$ cat config.mk
export PLATFORM = sky130hd
export DESIGN_NAME = disp_scan_ctrl
export DESIGN_NICKNAME = d
export VERILOG_FILES = /design/src/rtl/disp_pkg.sv /design/src/rtl/disp_prescaler.sv /design/src/rtl/disp_scan_ctrl.sv
export SDC_FILE = /design/constraint.sdc
export NUM_CORES = 1
export LEC_CHECK = 0
export ABC_CLOCK_PERIOD_IN_PS = 3680
export BUFFER_PORTS_ARGS = -buffer_cell sky130_fd_sc_hd__buf_2
export CORE_ASPECT_RATIO = 1.5
export CORE_UTILIZATION = 57
export CTS_CLUSTER_DIAMETER = 120
export DETAILED_ROUTE_END_ITERATION = 10
export PLACE_DENSITY = 0.82
export SETUP_SLACK_MARGIN = 0.15
export SYNTH_ARGS = -nofsm -noshare
export SYNTH_HDL_FRONTEND = slang
export SYNTH_SLANG_ARGS = --single-unit
$ cat constraint.sdc
create_clock -name clk -period 3.68 [get_ports clk]
set_clock_uncertainty 0.05 [all_clocks]
set_input_delay 0.92 -clock clk [delete_from_list [all_inputs] [get_ports clk]]
set_output_delay 0.92 -clock clk [all_outputs]
set_load 0.01 [all_outputs]
$ cat src/rtl/disp_pkg.sv
// Shared definitions for the 4-digit display scan controller.
//   DISP_DIGITS / SCAN_W : number of multiplexed digits and width of the scan index
//   PT_OFF / LE_OFF      : reset (all-off) patterns for the active-low points and enables
//   *_DEF                : default prescaler settings (2 kHz digit rate at 100 MHz)
//   disp_word_t          : one complete display word (nibbles, points, enables)
//   upd_state_t          : state of the update handshake
package disp_pkg;

  localparam int DISP_DIGITS = 4;
  localparam int SCAN_W      = 2;

  localparam logic [DISP_DIGITS-1:0] PT_OFF = 4'hF;
  localparam logic [DISP_DIGITS-1:0] LE_OFF = 4'hF;

  localparam int DIV_W_DEF     = 16;
  localparam int DIV_TERM_DEF  = 49999;
  localparam int BLANK_CYC_DEF = 100;

  typedef struct packed {
    logic [4*DISP_DIGITS-1:0] hexs;
    logic [DISP_DIGITS-1:0]   point;
    logic [DISP_DIGITS-1:0]   les;
  } disp_word_t;

  localparam disp_word_t WORD_RESET = '{hexs: '0, point: PT_OFF, les: LE_OFF};

  // IDLE: no word waiting (ready). PENDING: a word waits for the next frame boundary.
  typedef enum logic {
    UPD_IDLE    = 1'b0,
    UPD_PENDING = 1'b1
  } upd_state_t;

endpackage

$ cat src/rtl/disp_prescaler.sv
// Digit-slot prescaler: divides clk into slots of DIV_TERM+1 cycles and
// produces the inter-digit blanking strobe.
//   clk, rst : clock, asynchronous active-high reset
//   en       : 1 = count, 0 = freeze count and force blank
//   tick     : combinational, high in the last cycle of a slot (slot ends at this edge)
//   blank    : registered, high for the first BLANK_CYC cycles of every slot or while en=0
module disp_prescaler #(
  parameter int DIV_W     = 16,
  parameter int DIV_TERM  = 49999,
  parameter int BLANK_CYC = 100
) (
  input  logic clk,
  input  logic rst,
  input  logic en,
  output logic tick,
  output logic blank
);

  logic [DIV_W-1:0] cnt;
  logic [DIV_W-1:0] cnt_next;

  assign tick = en & (cnt == DIV_W'(DIV_TERM));

  // NOTE: every signal written here gets a default first, so no latch is inferred.
  always_comb begin
    cnt_next = cnt;
    if (en) cnt_next = tick ? '0 : cnt + DIV_W'(1);
  end

  // blank is evaluated on the next-state count so it rises together with the
  // scan change rather than one cycle after it.
  always_ff @(posedge clk or posedge rst) begin
    if (rst) begin
      cnt   <= '0;
      blank <= 1'b1;
    end else begin
      cnt   <= cnt_next;
      blank <= ~en | (cnt_next < DIV_W'(BLANK_CYC));
    end
  end

endmodule

$ cat src/rtl/disp_scan_ctrl.sv
// Upstream driver of the 4-digit display multiplexer.
// Generates the digit scan index, holds the displayed word in shadow registers
// that only change at frame boundaries (Scan 3->0), and accepts new words from
// game logic through a valid/ready handshake with a single pending buffer.
//   clk, rst          : clock, asynchronous active-high reset
//   en                : 1 = scanning runs, 0 = scan frozen and blank forced
//   upd_valid/ready   : word handshake; ready is low while a word is pending
//   upd_hexs/point/les: offered word (nibble i = digit i, points/enables active-low)
//   Hexs/Point/Les    : shadow word presented to the multiplexer
//   Scan              : current digit index
//   blank             : 1 = downstream drives all anodes off
//   frame_start       : one-cycle pulse in the cycle Scan becomes 0 after 3
module disp_scan_ctrl
  import disp_pkg::*;
#(
  parameter int DIV_W     = DIV_W_DEF,
  parameter int DIV_TERM  = DIV_TERM_DEF,
  parameter int BLANK_CYC = BLANK_CYC_DEF
) (
  input  logic                     clk,
  input  logic                     rst,
  input  logic                     en,
  input  logic                     upd_valid,
  output logic                     upd_ready,
  input  logic [4*DISP_DIGITS-1:0] upd_hexs,
  input  logic [DISP_DIGITS-1:0]   upd_point,
  input  logic [DISP_DIGITS-1:0]   upd_les,
  output logic [4*DISP_DIGITS-1:0] Hexs,
  output logic [DISP_DIGITS-1:0]   Point,
  output logic [DISP_DIGITS-1:0]   Les,
  output logic [SCAN_W-1:0]        Scan,
  output logic                     blank,
  output logic                     frame_start
);

  logic       tick;
  logic       frame_edge;
  upd_state_t state;
  disp_word_t pend_word;
  disp_word_t shown;

  disp_prescaler #(
    .DIV_W    (DIV_W),
    .DIV_TERM (DIV_TERM),
    .BLANK_CYC(BLANK_CYC)
  ) u_prescaler (
    .clk  (clk),
    .rst  (rst),
    .en   (en),
    .tick (tick),
    .blank(blank)
  );

  // The edge at which the last digit's slot ends is the frame boundary.
  assign frame_edge = tick & (Scan == SCAN_W'(DISP_DIGITS - 1));

  // NOTE: sequential state uses non-blocking assignments so every register
  // samples pre-edge values regardless of statement order.
  always_ff @(posedge clk or posedge rst) begin
    if (rst) begin
      Scan        <= '0;
      frame_start <= 1'b0;
      state       <= UPD_IDLE;
      upd_ready   <= 1'b1;
      // NOTE: the pending buffer is reset as well, so a word discarded by
      // reset can never surface at a later boundary.
      pend_word   <= WORD_RESET;
      shown       <= WORD_RESET;
    end else begin
      if (tick) Scan <= Scan + SCAN_W'(1);
      frame_start <= frame_edge;

      // A word accepted in a boundary cycle is only captured here; it commits
      // at the following boundary because the commit needs PENDING beforehand.
      unique case (state)
        UPD_IDLE: begin
          if (upd_valid) begin
            pend_word <= '{hexs: upd_hexs, point: upd_point, les: upd_les};
            state     <= UPD_PENDING;
            upd_ready <= 1'b0;
          end
        end
        UPD_PENDING: begin
          if (frame_edge) begin
            shown     <= pend_word;
            state     <= UPD_IDLE;
            upd_ready <= 1'b1;
          end
        end
      endcase
    end
  end

  assign Hexs  = shown.hexs;
  assign Point = shown.point;
  assign Les   = shown.les;

endmodule
# --- After elaboration in Yosys (flattened, before gate mapping) ---
# Cells that the tools add are included.
word_totals:
  register_bits: 70
  input_bits: 28
  output_inout_bits: 29
classes:
  eq_ne: 4
  bitwise_logic: 5
  muxes: 8
  add_sub_neg: 2
  magnitude_cmp: 1
  reduce_logical: 3
ops:
  columns: ["cell", "count"]
  rows:
  - ["$mux W16", 2]
  - ["$add A16 B1 Y16 const B", 1]
  - ["$eq A16 B16 Y1 const B", 1]
  - ["$lt A16 B7 Y1 const B", 1]
  - ["$reduce_and A2 Y1", 3]
  - ["$mux W1", 4]
  - ["$ne A2 B2 Y1 const B", 2]
  - ["$pmux W1 S2", 2]
  - ["$add A2 B1 Y2 const B", 1]
  - ["$and A1 B1 Y1", 2]
  - ["$eq A2 B2 Y1 const B", 1]
  - ["$not A1 Y1", 2]
  - ["$or A1 B1 Y1", 1]

# --- Logic depth before layout (Yosys ltp) ---
logic_depth:
  depth_word: 6
  depth_mapped: 9
  ltp_nobuf: 7

# --- By module ---
# A second synthesis with hierarchy kept.
unflattened:
  hier_cells: 214
  hier_area_um2: 3093.0
modules_own_cells:
  columns: ["mod", "cells_per_inst", "area_each_um2", "instances", "seq_area_each_um2"]
  rows:
  - ["disp_scan_ctrl", 116, 2105.8, 1, 1347.5]
  - ["disp_prescaler", 98, 987.2, 1, 426.7]

# --- Worst setup path after synthesis ---
# No wires, ideal clock.
synth_path:
  kind: "in2reg"
  from: "input port en"
  to: "register u_prescaler.blank"
  path_stages: 7
  arrival_ns: 2.409
  n_path_buf: 1
  path_slack_ns: 1.139
  t_required_ns: 3.548
  cell_sequence: "buf_4 nand4_1 nor4_1 nand4_1 xor2_1 or4b_1 a22oi_1"
synth_via:
  elab_chain_len: 5
  word_cells_on_any_way: 6
  classes_between: "1 x order compare; 2 x mux; 3 x bitwise"
synth_rtl:
  columns: ["element", "line", "source"]
  rows:
  - ["start, declared", "disp_scan_ctrl.sv:22", "input logic en,"]
  - ["$and A1 B1 Y1", "disp_prescaler.sv:22", "assign tick = en & (cnt == DIV_W'(DIV_TERM));"]
  - ["$mux W16 (2 in a row)", "disp_prescaler.sv:27", "if (en) cnt_next = tick ? '0 : cnt + DIV_W'(1);"]
  - ["$lt A16 B7 Y1", "disp_prescaler.sv:38", "blank <= ~en | (cnt_next < DIV_W'(BLANK_CYC));"]
  - ["$or A1 B1 Y1 *", "disp_prescaler.sv:38", null]
  - ["end signal, assigned", "disp_prescaler.sv:38", null]
  - ["end, declared", "disp_prescaler.sv:16", "output logic blank"]
# Mark *: on every way between the ends. The rest lies on a longest branch, timed or not.
# A chain may end at the register's enable or synchronous reset.

# --- Final worst setup path ---
# Ends and elaborated chain as after synthesis.

==> flow_summary.toml <==
[clocking]
cts_root_buf = "clkbuf_8"
clk_latency_ps = 330
cts_resized = 0
clkTransAtPathRegs_ps = 70
cts_setup_buffers = 0
numCtsBuffers = 9
cts_hold_buf = 0
cts_max_level = 3
clock_sinks = 70
clockBufferDepth = 2
cts_tree = "built"

[drt]
drtIter0Drc = 129
routed_wl_microns = 5520
wl_per_cell_microns = 13.8
vias_per_cell = 5.18
route.vias.total = 2073
first_pass_iters = 4
drc = 0
antenna_left = 0

[floorplanning]
die-area_sq_um = 5540
die_w_microns = 61.1
start_util = 0.607
core_area_sq_um = 4930
die_h_microns = 90.7
rows = 31
num_io_pins = 57

[timing]
fin_tns_setup_ps = 0
fmax_mhz = 403
timing.final.max_slew_violations = 0
post-route-period-util = 0.675
final-setup-viol-count = 0
holdWs_ps = 401
maxSlewHeadroom = 0.586
rsz0062_at_grt = "false"
tightestPinTransition_ps = 620
setup_slack_ps = 1200
hold_violations = 0
period_minus_slack_ps = 2480

[synthesis]
ys_types = 33
yosysSeqAreaShare = 0.594
synth_area_per_cell_sq_um = 11.0
ys_ff_latch = 70
synth_nets = 302
syn_inst = 272
synth.area.top_cells = "dfrtp_1 (44%), dfstp_2 (16%), nand2_1 (9.9%), mux2_2 (9.8%), xnor2_1 (3.5%)"
synth-edff-count = 0
ys_warn_count = 0
synth_area_sq_um = 2990
netlist.area_leader.share = 0.436
yosys.area.top_type = "dfrtp_1"
async_reset_ff_frac = 1.00
yosys_most_used_dff = "dfrtp_1"

[critical_path]
path_buf_inv = 1
worstPathRequired_ps = 3890
cp-start-kind = "input port"
critPathMaxStageDelay_ps = 450
cpMostUsedCell = "nand4_1"
end_kind = "flip-flop"
critical_path.cell_chain = "buf_2 > nand4_1 > nor4_1 > nand4_1 > xor2_1 > or4b_1 > a22oi_1"
path_max_fanout = 10
cp_slowest_cell = "or4b_1"
crit_family = "simple AND/OR/NAND/NOR gates"
crit_arrival_ps = 2690
worst-setup-path-type = "input port to flip-flop"

[grt]
antenna_found_initial = 0
grt_max_degree = 31
grt_overflow = 0
grt_pass1_vias = 2147
grt_pass1_wl_microns = 9320
grt_usage = 0.228

[pwr]
p_sw_uw = 394
switching_share = 0.253
totalPowerFinal_uw = 1560
pwr-share-clk = 0.339
vdd_drop_max_mv = 0.298
p_comb_frac = 0.084
pwr_density_cell_nw_per_um2 = 449
p_leak_uw = 0.00177
seqPwrFrac = 0.577
p_int_uw = 1160

[placement]
preCtsSetupSlack_ps = 872
dpl_cell_area_sq_um = 3300
dpl.hpwl_microns = 3950
place.gp.congestion = 0.933
port_buffers = 56

[run_status]
status = "completed"

[job]
maxCapViolations = 0

[finish]
diodes = 0
layout-drive-gt1-share = 0.380
final_cell_mix = "nand2_1 (79), buf_2 (56), dfrtp_1 (52)"
fillerInstances = 367
area_growth_syn_to_layout_pct = 16.2
layout_commonest_cell = "nand2_1"
stdcell_area_sq_um = 3470
final_nets = 359

[worst_hold_path]
hold_class = "flip-flop to flip-flop"
-- metal layers --
layer	global-route usage	up-vias	wire length [microns]
met5	0	-	0
met4	0.110	0	107
met3	0.0630	11	222
met2	0.387	57	2910
met1	0.251	998	2290
li1	-	1007	-
-- Yosys cell counts, drive strengths merged, types with 2 or more instances --
cell     n
inv      5
a31oi    2
nand4    7
xor2     5
nor2    18
buf     11
dfstp   18
dfrtp   52
nor3     5
nor4     3
nand3b   2
o21ai    3
nand3    7
clkbuf   5
ha       2
xnor2   12
nand2   79
mux2    26
-- state kept, by name (all words and copies together), names as in the netlist --
name               flops
Hexs                  16
Les                    4
Point                  4
Scan                   2
frame_start            1
pend_word             24
state                  1
u_prescaler.blank      1
u_prescaler.cnt       16
upd_ready              1
-- through the flow --
step | util | cells
floorplan | - | 272
finish | 0.705 | 400
global placement | 0.670 | 384
detailed placement | 0.670 | 384
CTS | 0.705 | 400
global route | 0.705 | 400
-- final timing paths --
| kind | end | cells after the start | from | slack (ps) |
|---|---|---|---|---|
| max | u_prescaler.blank | 7 | en | 1200 |
| min | Point[2] | 2 | pend_word[6] | 400 |
| max reg2reg | u_prescaler.blank | 7 | u_prescaler.cnt[6] | 1480 |
| min reg2reg | Point[2] | 2 | pend_word[6] | 400 |
| max in group asynchronous | Les[2] | 3 | rst | 2200 |
| min in group asynchronous | u_prescaler.cnt[6] | 2 | rst | 610 |
-- power groups by stage --
stage | Combinational [uW] | Sequential [uW] | Clock, uW
after global placement | 129 | 908 | 0
after CTS | 134 | 898 | 546
after detailed placement | 133 | 912 | 0
final | 131 | 898 | 529
after global routing | 149 | 907 | 574
after floorplan | 130 | 875 | 0
-- worst reg2reg max path, cell delays in order, from the launching register on --
cell and delay (ps):
dfrtp_1 480, nand3_2 170, or4_4 470, nor3_4 240, buf_4 210, nor2_1 70
a211o_1 260, a22oi_1 180
-- kinds of logic after synthesis --
family	synth area share
adder cells (fa/ha/maj)	0.00837
AND/OR/NAND/NOR	0.187
AO/OA/AOI/OAI	0.0243
multiplexers	0.0980
flip-flops	0.594
XOR/XNOR	0.0498
buffers and inverters	0.0385
-- layout make-up --
| type | instances | area [sq um] | share of cell area |
|---|---|---|---|
| Tap cell | 66 | 82.6 | 0.0238 |
| Clock buffer | 12 | 145 | 0.0418 |
| Inverter | 5 | 18.8 | 0.00541 |
| Clock inverter | 4 | 25.0 | 0.00721 |
| Multi-Input combinational cell | 181 | 1100 | 0.317 |
| Sequential cell | 70 | 1770 | 0.511 |
| Timing Repair Buffer | 62 | 325 | 0.0937 |
Power figures use the tool's default switching activity.
